[src/rtl/fifo_pkg.sv]
// Shared defaults and pointer helper for the synchronous FIFO family.
// The wrap helper compares against the last slot, so it works for any depth.
package fifo_pkg;

    localparam int FIFO_DEF_WIDTH = 8;
    localparam int FIFO_DEF_DEPTH = 50;

    // Advance a ring pointer, wrapping from depth-1 back to 0.
    function automatic int unsigned ptr_inc(input int unsigned ptr, input int unsigned depth);
        return (ptr == depth - 32'd1) ? 32'd0 : ptr + 32'd1;
    endfunction

endpackage

[src/rtl/fifo_ram.sv]
// Simple dual-port storage for the FIFO: synchronous write port, asynchronous read port.
module fifo_ram
    import fifo_pkg::*;
#(
    parameter int WIDTH = FIFO_DEF_WIDTH,
    parameter int DEPTH = FIFO_DEF_DEPTH,
    parameter int AW    = $clog2(DEPTH)
) (
    input  logic             clk,
    input  logic             we,
    input  logic [AW-1:0]    waddr,
    input  logic [WIDTH-1:0] wdata,
    input  logic [AW-1:0]    raddr,
    output logic [WIDTH-1:0] rdata
);

    logic [WIDTH-1:0] mem [DEPTH];

    always_ff @(posedge clk) begin
        if (we) begin
            mem[waddr] <= wdata;
        end
    end

    assign rdata = mem[raddr];

endmodule

[src/rtl/param_sync_fifo.sv]
// Parametrised single-clock FIFO with occupancy count, threshold flags, error pulses
// and a selectable registered or first-word-fall-through read path.
module param_sync_fifo
    import fifo_pkg::*;
#(
    parameter int WIDTH     = FIFO_DEF_WIDTH,
    parameter int DEPTH     = FIFO_DEF_DEPTH,
    parameter int AF_THRESH = DEPTH - 2,
    parameter int AE_THRESH = 2,
    parameter int FWFT      = 0
) (
    input  logic                       clk,
    input  logic                       rst,
    input  logic                       wr_en,
    input  logic [WIDTH-1:0]           wr_data,
    input  logic                       rd_en,
    output logic [WIDTH-1:0]           rd_data,
    output logic                       rd_valid,
    output logic                       full,
    output logic                       empty,
    output logic                       almost_full,
    output logic                       almost_empty,
    output logic [$clog2(DEPTH+1)-1:0] count,
    output logic                       overflow,
    output logic                       underflow
);

    localparam int PW = $clog2(DEPTH);
    localparam int CW = $clog2(DEPTH + 1);

    if (WIDTH < 1) begin : g_bad_width
        $fatal(1, "param_sync_fifo: WIDTH must be >= 1");
    end
    if (DEPTH < 2) begin : g_bad_depth
        $fatal(1, "param_sync_fifo: DEPTH must be >= 2");
    end
    if (AF_THRESH < 1 || AF_THRESH > DEPTH) begin : g_bad_af
        $fatal(1, "param_sync_fifo: AF_THRESH must be in 1..DEPTH");
    end
    if (AE_THRESH < 0 || AE_THRESH > DEPTH - 1) begin : g_bad_ae
        $fatal(1, "param_sync_fifo: AE_THRESH must be in 0..DEPTH-1");
    end
    if (FWFT != 0 && FWFT != 1) begin : g_bad_fwft
        $fatal(1, "param_sync_fifo: FWFT must be 0 or 1");
    end

    logic [PW-1:0]    wr_ptr;
    logic [PW-1:0]    rd_ptr;
    logic [WIDTH-1:0] head;
    logic             wr_acc;
    logic             rd_acc;

    assign wr_acc = wr_en && !full;
    assign rd_acc = rd_en && !empty;

    assign full         = (count == CW'(DEPTH));
    assign empty        = (count == '0);
    assign almost_full  = (count >= CW'(AF_THRESH));
    assign almost_empty = (count <= CW'(AE_THRESH));

    fifo_ram #(
        .WIDTH (WIDTH),
        .DEPTH (DEPTH),
        .AW    (PW)
    ) u_ram (
        .clk   (clk),
        .we    (wr_acc),
        .waddr (wr_ptr),
        .wdata (wr_data),
        .raddr (rd_ptr),
        .rdata (head)
    );

    // A write that collides with a pop at full is dropped without raising overflow.
    always_ff @(posedge clk) begin
        if (rst) begin
            wr_ptr    <= '0;
            rd_ptr    <= '0;
            count     <= '0;
            overflow  <= 1'b0;
            underflow <= 1'b0;
        end else begin
            if (wr_acc) begin
                wr_ptr <= PW'(ptr_inc(32'(wr_ptr), $unsigned(DEPTH)));
            end
            if (rd_acc) begin
                rd_ptr <= PW'(ptr_inc(32'(rd_ptr), $unsigned(DEPTH)));
            end
            case ({wr_acc, rd_acc})
                2'b10:   count <= count + CW'(1);
                2'b01:   count <= count - CW'(1);
                default: count <= count;
            endcase
            overflow  <= wr_en && full && !rd_en;
            underflow <= rd_en && empty;
        end
    end

    if (FWFT != 0) begin : g_fwft
        // Gating on empty keeps stale memory from ever reaching the output.
        assign rd_data  = empty ? '0 : head;
        assign rd_valid = !empty;
    end else begin : g_registered
        always_ff @(posedge clk) begin
            if (rst) begin
                rd_data  <= '0;
                rd_valid <= 1'b0;
            end else begin
                rd_valid <= rd_acc;
                if (rd_acc) begin
                    rd_data <= head;
                end
            end
        end
    end

endmodule

[config.mk]
export PLATFORM = sky130hd
export DESIGN_NAME = param_sync_fifo
export DESIGN_NICKNAME = d
export VERILOG_FILES = /design/src/rtl/fifo_pkg.sv /design/src/rtl/fifo_ram.sv /design/src/rtl/param_sync_fifo.sv
export SDC_FILE = /design/constraint.sdc
export NUM_CORES = 1
export LEC_CHECK = 0
export ABC_AREA = 1
export CORE_ASPECT_RATIO = 1.25
export CORE_MARGIN = 2
export CORE_UTILIZATION = 55
export DETAILED_ROUTE_END_ITERATION = 7
export PLACE_DENSITY_LB_ADDON = 0.12
export SYNTH_ARGS = -nofsm -noshare
export SYNTH_HDL_FRONTEND = slang
export SYNTH_SLANG_ARGS = --single-unit
[constraint.sdc]
create_clock -name clk -period 2.95 [get_ports clk]
set_clock_uncertainty 0.1 [all_clocks]
set_input_delay 0.4425 -clock clk [delete_from_list [all_inputs] [get_ports clk]]
set_output_delay 0.4425 -clock clk [all_outputs]
set_load 0.02 [all_outputs]
==> flow_metrics.env, run 1 <==
export IMPL_critical_path_arrival_ns=3.01
export IMPL_portBuffers=32
export IMPL_reg2reg_setup_slack_ns=0.31
export IMPL_pin_count=33
export IMPL_cts_tree="built"
export IMPL_synth_top_area_share_pct=65.9
export IMPL_cts_path_max_buffers=3
export IMPL_worst_setup_path_start_kind="flop"
export IMPL_power_density_nw_per_um2=768
export IMPL_period_minus_slack_ns=2.64
export IMPL_required_ns=3.32
export IMPL_reg2reg_from="count[3]"
export IMPL_end_kind="flop"
export IMPL_grt_overflow_total=0
export IMPL_ys_ff_latch=429
export IMPL_synth_main_ff_cell="edfxtp_1"
export IMPL_reg2reg_to="count[4]"
export IMPL_ys_async_sr_fraction_pct=0
export IMPL_grt_max_degree=148
export IMPL_ys_warn_count=0
export IMPL_fin_crit_sh_pct=89.6
export IMPL_leakagePower_nw=8.17
export IMPL_grt_pass1_vias=12104
export IMPL_crit_top_cell="nand2_1"
export IMPL_intPower_mw=10.8
export IMPL_synth_top_area_cell="edfxtp_1"
export IMPL_hpwl_um=28800
export IMPL_crit_slowest_cell="dfxtp_1"
export IMPL_whs_ns=0.262
export IMPL_seq_area_frac_synth_pct=69.1
export IMPL_critPathMaxFanout=9
export IMPL_place_ws_ns=0.278
export IMPL_numCtsBuffers=41
export IMPL_fin_ws_ns=0.308
export IMPL_clock_root_buffer="clkbuf_16"
export IMPL_synth_distinct_cells=30
export IMPL_finalHoldViolCount=0
export IMPL_wl_met2_um=23200
export IMPL_drtIter0Drc=1453
export IMPL_dr_pass1_iters=6
export IMPL_die_x_um=167
export IMPL_yosysMostFrequentCell="nand2_1"
export IMPL_r2r_cells=15
export IMPL_fill_cells=2685
export IMPL_final_max_slew_viol_count=0
export IMPL_die_h_um=208
export IMPL_hold_depth=1
export IMPL_min_from="wr_data[0]"
export IMPL_syn2layout_area_growth_pct=13.4
export IMPL_holdBufCountCts=0
export IMPL_slowest_delay_ns=0.36
export IMPL_status="finished clean"
export IMPL_dp_cells=2203
export IMPL_drc=0
export IMPL_coreArea_um2=32700
export IMPL_slew_headroom_pct=41.7
export IMPL_grt_pass1_wl_um=70400
export IMPL_hold_class="input pin to flop"
export IMPL_rsz0062_at_grt="no"
export IMPL_synth_cells=1742
export IMPL_antenna_found_initial=0
export IMPL_power_frac_seq_pct=43.3
export IMPL_cts_setup_buffers=0
export IMPL_drive_gt1_share_pct=9.21
export IMPL_p_comb_share_pct=25.9
export IMPL_finalSetupTns_ns=0
export IMPL_routed_wl_um=45900
export IMPL_fin_cells=2275
export IMPL_clkTransAtPathRegs_ns=0.07
export IMPL_synth_edf_count=400
export IMPL_vias_per_cell=5.57
export IMPL_rows=74
export IMPL_initial_core_util_pct=55.8
export IMPL_die_area_um2=34600
export IMPL_hold_path_end="u_ram.mem[12][0]"
export IMPL_drv_cap=0
export IMPL_gp_congestion=0.833
export IMPL_syn_avg_cell_area_um2=10.5
export IMPL_cts_sinks=429
export IMPL_netlist_top_cells_area="edfxtp_1 66%, nand2_1 11%, nand3_1 7.1%, dfxtp_1 3.2%, nor2_1 3.0%"
export IMPL_setup_viol_count_final=0
export IMPL_synthTopCellsByCount="537 x nand2_1, 400 x edfxtp_1, 259 x nand3_1, 148 x nor2_1, 147 x inv_1"
export IMPL_met1_length_um=18400
export IMPL_clkLatencyLatePin_ns=0.54
export IMPL_vias=12682
export IMPL_swShare_pct=32.2
export IMPL_ant_nets=0
export IMPL_synth_area_um2=18200
export IMPL_p_sw_mw=5.11
export IMPL_pwr_share_clk_pct=30.8
export IMPL_total_power_mw=15.9
export IMPL_h_tree_depth=2
export IMPL_fmax_mhz=379
export IMPL_wl_met3_um=2980
export IMPL_post_drt_wl_per_cell_um=20.2
export IMPL_dr_max_layer_used="met4"
export IMPL_worstSetupPathType="flop to flop"
export IMPL_synth_nets=1761
export IMPL_diodes=0
export IMPL_fin_nets=1847
export IMPL_worst_pin_slew_ns=0.869
export IMPL_peakVddDrop_v=0.000587
export IMPL_cp_cell_sequence="inv_1, nand2_1, nor2_1, nand3_1, nand2_2, ha_1, xor2_1, ha_1, inv_1, nand2_1, nand2_1, a21oi_1, nor2_1, xor2_1, a21oi_1"
export IMPL_grt_usage_pct=26.6
[stage by stage]
stage	util [%]	cell area (um2)
after global placement	59.5	19500
after CTS	63.3	20700
after global routing	63.3	20700
after detailed placement	59.5	19500
after floorplan	-	18200
final	63.3	20700
[repair_timing]
action / in CTS / in global routing
gates resized for setup: 0 / 1
setup endpoints to repair: 0 / 1
hold endpoints to repair: 0 / 0
[final cells by class]
cell class	count	area [um2]	share of cell area, %
clock buffers	47	1050	5.07
clock inverters	25	165	0.799
inverters	152	576	2.78
multi-input cells	1071	4630	22.4
flip-flops and latches	429	12600	60.9
well taps	418	523	2.53
repair buffers	133	1140	5.51
[worst max-delay path by stage]
stage                     cells past startpoint     start  slack, ns        to
after global placement                       11     rd_en       0.33  count[3]
after floorplan                              17  count[3]       0.40  count[4]
after CTS                                     6  count[3]       0.23     empty
final                                        15  count[3]       0.31  count[4]
after global routing                         15  count[3]       0.02  count[4]
after detailed placement                     12     wr_en       0.28  count[4]
[cell usage in the layout, fill, tap and decap left out, drive strengths merged]
| cell | instances |
|---|---|
| ha | 7 |
| a22oi | 1 |
| nor2 | 148 |
| clkinvlp | 2 |
| a211oi | 2 |
| clkbuf | 47 |
| clkdlybuf4s50 | 24 |
| a21oi | 28 |
| edfxtp | 400 |
| dfxtp | 29 |
| xor2 | 5 |
| nand2 | 538 |
| xnor2 | 3 |
| nor2b | 1 |
| inv | 150 |
| and2 | 1 |
| buf | 109 |
| o22ai | 1 |
| clkinv | 23 |
| nor3b | 1 |
| bufinv | 2 |
| o21ai | 51 |
| o21a | 1 |
| nand3 | 259 |
| o211ai | 2 |
| nor3 | 14 |
| nand4 | 8 |
[critical path: cells and delay by family, from the launching register on]
kind                       cells  cell delay, ns
buffers and inverters          2            0.13
xor gates and xnor gates       2            0.35
and+or+nand+nor                7            0.80
DFF                            1            0.36
AOI/OAI and AO/OA              2            0.32
adders and majority gates      2            0.51
[state kept, by name, summed over array words and instances (netlist names)]
signal,flops
count,6
u_ram.mem,400
overflow,1
rd_ptr,6
rd_valid,1
underflow,1
wr_ptr,6
rd_data,8
[power by group through the flow]
stage               clock network [mW]  logic (mW)  registers (mW)
global placement                     0        4.05            7.00
finish                            4.89        4.11            6.88
floorplan                            0        2.59            7.07
global route                      5.21        4.53            6.88
detailed placement                   0        4.09            7.00
CTS                               4.96        4.11            6.87
[per-layer routing]
layer	global-route usage [%]	up-vias
li1	-	6008
met1	35.8	6098
met2	45.2	486
met3	3.24	90
met4	8.59	0
met5	0	-
[kinds of logic after synthesis]
| group | share of synthesized area (%) |
|---|---|
| AND/OR/NAND/NOR | 22.0 |
| AO/OA/AOI/OAI | 2.45 |
| buffers and inverters | 5.56 |
| flip-flops | 69.1 |
| XOR/XNOR | 0.384 |
| adder cells (fa/ha/maj) | 0.480 |
Power figures use the tool's default switching activity.
==> run 2, diff against run 1 <==
CORE_ASPECT_RATIO = unset   (was 1.25)
==> run 2 against run 1 <==
  * Clock power rose by 12%
  * Hold slack got worse by 0.045 ns
  * First-iteration DRC count fell by 7.2%
  * Final cell count rose by 0.88%
  * Global-route usage rose by 0.37 points
  * Flip-flop and latch count did not move
  * Worst setup slack got worse by 0.044 ns
  * Wire length fell by 1.2%
  * Combinational power fell by 1%
  * Non-clock buffer count fell by 12
  * Clock-buffer cell count rose by 9
==> flow_metrics.env, run 2 (synthesis results as in run 1) <==
export IMPL_status="finished clean"
export IMPL_p_comb_share_pct=24.7
export IMPL_antenna_found_initial=0
export IMPL_worst_pin_slew_ns=0.787
export IMPL_final_max_slew_viol_count=0
export IMPL_rows=66
export IMPL_fin_ws_ns=0.264
export IMPL_cts_repair_resize_count=0
export IMPL_power_density_nw_per_um2=788
export IMPL_dr_pass1_iters=6
export IMPL_fmax_mhz=372
export IMPL_fin_nets=1838
export IMPL_h_tree_depth=2
export IMPL_grt_usage_pct=26.9
export IMPL_regMostFlops="u_ram.mem"
export IMPL_clock_root_buffer="clkbuf_16"
export IMPL_grt_pass1_vias=12058
export IMPL_fin_crit_sh_pct=91.0
export IMPL_rsz0062_at_grt="no"
export IMPL_critical_path_arrival_ns=2.14
export IMPL_holdBufCountCts=0
export IMPL_largest_reg_flops=400
export IMPL_layout_commonest_cell="nand2_1"
export IMPL_end_kind="primary output"
export IMPL_reg2reg_setup_slack_ns=0.33
export IMPL_diodes=0
export IMPL_initial_core_util_pct=55.9
export IMPL_finish_utilization_pct=64.1
export IMPL_stdcell_area_um2=20900
export IMPL_hpwl_um=28400
export IMPL_grt_max_degree=92
export IMPL_required_ns=2.41
export IMPL_fin_cells=2295
export IMPL_die_area_um2=34600
export IMPL_fill_cells=2604
export IMPL_drtIter0Drc=1349
export IMPL_met2_usage_pct=44.1
export IMPL_mostFrequentLayoutCells="537 x nand2_1, 400 x edfxtp_1, 259 x nand3_1"
export IMPL_cts_setup_buffers=0
export IMPL_dpl_cell_area_um2=19500
export IMPL_cts_tree="built"
export IMPL_power_frac_seq_pct=42.1
export IMPL_pwr_share_clk_pct=33.3
export IMPL_finalHoldViolCount=0
export IMPL_setup_viol_count_final=0
export IMPL_leakagePower_nw=8.25
export IMPL_clkLatencyLatePin_ns=0.54
export IMPL_drv_cap=0
export IMPL_grt_pass1_wl_um=69000
export IMPL_gp_congestion=0.869
export IMPL_routed_wl_um=45400
export IMPL_top_regs="u_ram.mem (400), rd_data (8)"
export IMPL_p_sw_mw=5.16
export IMPL_critPathMaxFanout=4
export IMPL_numCtsBuffers=44
export IMPL_intPower_mw=11.3
export IMPL_coreArea_um2=32600
export IMPL_grtUsageMet3_pct=3.95
export IMPL_post_drt_wl_per_cell_um=19.8
export IMPL_ant_nets=0
export IMPL_period_minus_slack_ns=2.69
export IMPL_syn2layout_area_growth_pct=14.7
export IMPL_slew_headroom_pct=47.5
export IMPL_clkTransAtPathRegs_ns=0.06
export IMPL_worst_setup_path_start_kind="flop"
export IMPL_worstSetupPathType="flop to primary output"
export IMPL_vias=12524
export IMPL_finalSetupTns_ns=0
export IMPL_grt_busiest_layer="met2"
export IMPL_drc=0
export IMPL_place_ws_ns=0.334
export IMPL_pin_count=33
export IMPL_die_x_um=186
export IMPL_cts_sinks=429
export IMPL_peakVddDrop_v=0.000487
export IMPL_use_met1_pct=36.8
export IMPL_portBuffers=32
export IMPL_cts_path_max_buffers=3
export IMPL_swShare_pct=31.3
export IMPL_whs_ns=0.217
export IMPL_layout_area_seq_um2=12600
export IMPL_drive_gt1_share_pct=8.96
export IMPL_die_h_um=186
export IMPL_dp_cells=2215
export IMPL_hold_class="input pin to flop"
export IMPL_multi_input_area_um2=4620
export IMPL_total_power_mw=16.5
export IMPL_grt_overflow_total=0
export IMPL_vias_per_cell=5.46
==> run 2: final timing paths <==
kind,cells after the start,endpoint,from
setup / recovery,6,empty,count[3]
hold / removal,1,u_ram.mem[18][7],wr_data[7]
setup reg to reg,16,count[4],count[3]
hold reg to reg,2,rd_data[0],rd_data[0]
==> run 2: power groups by stage <==
stage	logic [mW]	registers [mW]	clock network, mW
2_1_floorplan	2.59	7.07	0
3_3_place_gp	4.01	7.05	0
3_5_place_dp	4.03	7.06	0
4_1_cts	4.05	6.93	5.56
5_1_grt	4.48	6.94	5.79
6_report	4.06	6.93	5.48
==> run 2: final cells by class <==
type                    instances  area share [%]
clock inverters                24            1.18
repair buffers                121            5.43
multi-input cells            1071            22.1
well taps                     442            2.64
inverters                     152            2.75
clock buffers                  56            5.63
flip-flops and latches        429            60.2
==> run 2: critical path, stage by stage (launching register included) <==
cell	delay, ns
dfxtp_1	0.34
inv_1	0.09
nand2_1	0.07
nor3_1	0.23
nand3_1	0.18
inv_1	0.08
clkdlybuf4s50_1	0.60
==> run 2: routing by layer <==
metal  up-vias  wire [um]
met5         -          0
met4         0       1620
met3       102       2950
met2       449      21600
met1      5980      19200
li1       5993          -
==> run 3, diff against run 2 <==
ABC_CLOCK_PERIOD_IN_PS = 2950   (was unset)
GPL_TIMING_DRIVEN = 0   (was unset)
==> run 3 against run 2 <==
  * Critical path type is now flop to flop
  * Flip-flop and latch count is the same
  * Final cell count is 0.13% higher
  * Clock-buffer cell count is 2 lower
  * Cell area is 1.4% lower
  * The flow now finishes with violations (setup timing)
  * Largest power group unchanged
==> flow_metrics.env, run 3 (synthesis results as in run 1) <==
export IMPL_status="finished with violations"
export IMPL_total_power_mw=16.6
export IMPL_hold_class="input pin to flop"
export IMPL_crit_family="simple AND/OR/NAND/NOR gates"
export IMPL_regMostFlops="u_ram.mem"
export IMPL_worstSetupPathType="flop to flop"
export IMPL_slowest_delay_ns=0.91
export IMPL_grt_max_degree=51
export IMPL_cts_path_max_buffers=3
export IMPL_fin_ws_ns=-0.207
export IMPL_drtIter0Drc=1435
export IMPL_path_depth=8
export IMPL_clkTransAtPathRegs_ns=0.07
export IMPL_cts_tree="built"
export IMPL_drive_gt1_share_pct=9.60
export IMPL_vias=13007
export IMPL_period_minus_slack_ns=3.16
export IMPL_reg2reg_from="count[3]"
export IMPL_place_ws_ns=-0.442
export IMPL_dpl_cell_area_um2=19200
export IMPL_fill_cells=2615
export IMPL_initial_core_util_pct=55.9
export IMPL_coreArea_um2=32600
export IMPL_slew_headroom_pct=26.9
export IMPL_fin_cells=2298
export IMPL_die_h_um=186
export IMPL_critPathMaxFanout=10
export IMPL_cp_cell_sequence="inv_1, nand2_1, nor2_1, nand3_1, nand2_2, clkinv_1, nand4_1, nor2_2"
export IMPL_syn2layout_area_growth_pct=13.1
export IMPL_grt_overflow_total=0
export IMPL_dp_cells=2222
export IMPL_r2r_cells=8
export IMPL_die_x_um=186
export IMPL_reg2reg_to="u_ram.mem[1][4]"
export IMPL_required_ns=3.01
export IMPL_critPathBufInv=2
export IMPL_grt_pass1_wl_um=75200
export IMPL_end_kind="flop"
export IMPL_dr_pass1_iters=5
export IMPL_ant_nets=0
export IMPL_drv_cap=0
export IMPL_final_max_slew_viol_count=0
export IMPL_portBuffers=32
export IMPL_critPathLaunch="count[3]"
export IMPL_holdBufCountCts=0
export IMPL_finish_utilization_pct=63.2
export IMPL_violations="setup timing"
export IMPL_die_area_um2=34600
export IMPL_rows=66
export IMPL_pin_count=33
export IMPL_reg2reg_setup_slack_ns=-0.21
export IMPL_crit_path_end="u_ram.mem[1][4]"
export IMPL_crit_slowest_cell="nor2_2"
export IMPL_finalHoldViolCount=0
export IMPL_layout_commonest_cell="nand2_1"
export IMPL_rsz0062_at_grt="yes"
export IMPL_h_tree_depth=2
export IMPL_clock_root_buffer="clkbuf_16"
export IMPL_gp_congestion=0.892
export IMPL_worst_pin_slew_ns=1.09
export IMPL_worst_setup_path_start_kind="flop"
export IMPL_whs_ns=0.253
export IMPL_mostFrequentLayoutCells="537 x nand2_1, 400 x edfxtp_1, 259 x nand3_1"
export IMPL_largest_reg_flops=400
export IMPL_critical_path_arrival_ns=3.22
export IMPL_top_regs="u_ram.mem (400), rd_data (8)"
export IMPL_grt_usage_pct=30.3
export IMPL_vias_per_cell=5.66
export IMPL_fin_crit_sh_pct=107
export IMPL_numCtsBuffers=43
export IMPL_stdcell_area_um2=20600
export IMPL_cts_sinks=429
export IMPL_fin_nets=1844
export IMPL_grt_pass1_vias=12313
export IMPL_routed_wl_um=51500
export IMPL_power_density_nw_per_um2=805
export IMPL_peakVddDrop_v=0.000574
export IMPL_fmax_mhz=317
export IMPL_post_drt_wl_per_cell_um=22.4
export IMPL_setup_viol_count_final=82
export IMPL_finalSetupTns_ns=-6.72
export IMPL_hpwl_um=34500
export IMPL_antenna_found_initial=2
export IMPL_clkLatencyLatePin_ns=0.55
export IMPL_drc=0
export IMPL_leakagePower_nw=8.02
[run 3: cell count changes in the layout (fill, tap and decap cells not counted), moves of 3 or more]
| cell | delta |
|---|---|
| buf_1 | +8 |
| buf_12 | -13 |
| buf_16 | +3 |
| buf_2 | +57 |
| buf_4 | -65 |
| bufinv_16 | -3 |
| clkbuf_1 | +14 |
| clkinv_1 | +3 |
| inv_6 | -3 |
| nor2_1 | -36 |
| nor2_2 | +33 |
| nor2_4 | +3 |
[run 3: timing repair]
action / CTS / global route
endpoints found under the setup margin: 105 / 295
gates resized for setup: 13 / 26
gates cloned: 0 / 0
setup buffers: 0 / 0
[run 3: worst reg2reg max path, delay by kind of cell (launching register included)]
family / cells / cell delay (ns)
simple gates: 6 / 2.00
flops: 1 / 0.40
buf+inv: 2 / 0.28
[run 3: worst min path at each step]
stage | endpoint | depth (start not counted) | slack, ns | start
finish | u_ram.mem[19][7] | 1 | 0.25 | wr_data[7]
global route | u_ram.mem[19][7] | 1 | 0.25 | wr_data[7]
CTS | u_ram.mem[19][7] | 1 | 0.24 | wr_data[7]
detailed placement | rd_data[1] | 2 | 0.42 | rd_data[1]
global placement | rd_data[3] | 2 | 0.42 | rd_data[3]
floorplan | wr_ptr[5] | 2 | 0.40 | wr_ptr[5]
[run 3: layout make-up]
type	count	area, um2	area share [%]
Antenna cell	1	2.50	0.0121
Buffer	90	443	2.15
Clock buffer	54	1170	5.67
Clock inverter	21	141	0.686
Inverter	152	571	2.77
Multi-Input combinational cell	1071	4730	23.0
Sequential cell	429	12600	61.1
Tap cell	442	553	2.68
Timing Repair Buffer	38	414	2.01
[run 3: routing by layer]
layer / up-vias / wire length (um) / global-route usage (%)
li1: 6009 / - / -
met1: 6161 / 20200 / 39.9
met2: 675 / 24000 / 49.2
met3: 160 / 4840 / 5.44
met4: 2 / 2490 / 14.0
met5: - / 13 / 0
[run 3: where the power goes]
group	switching [mW]	leakage, nW	internal [mW]
sequential	0.101	3.84	6.77
combinational	3.21	3.54	1.33
clock	2.24	0.648	2.96
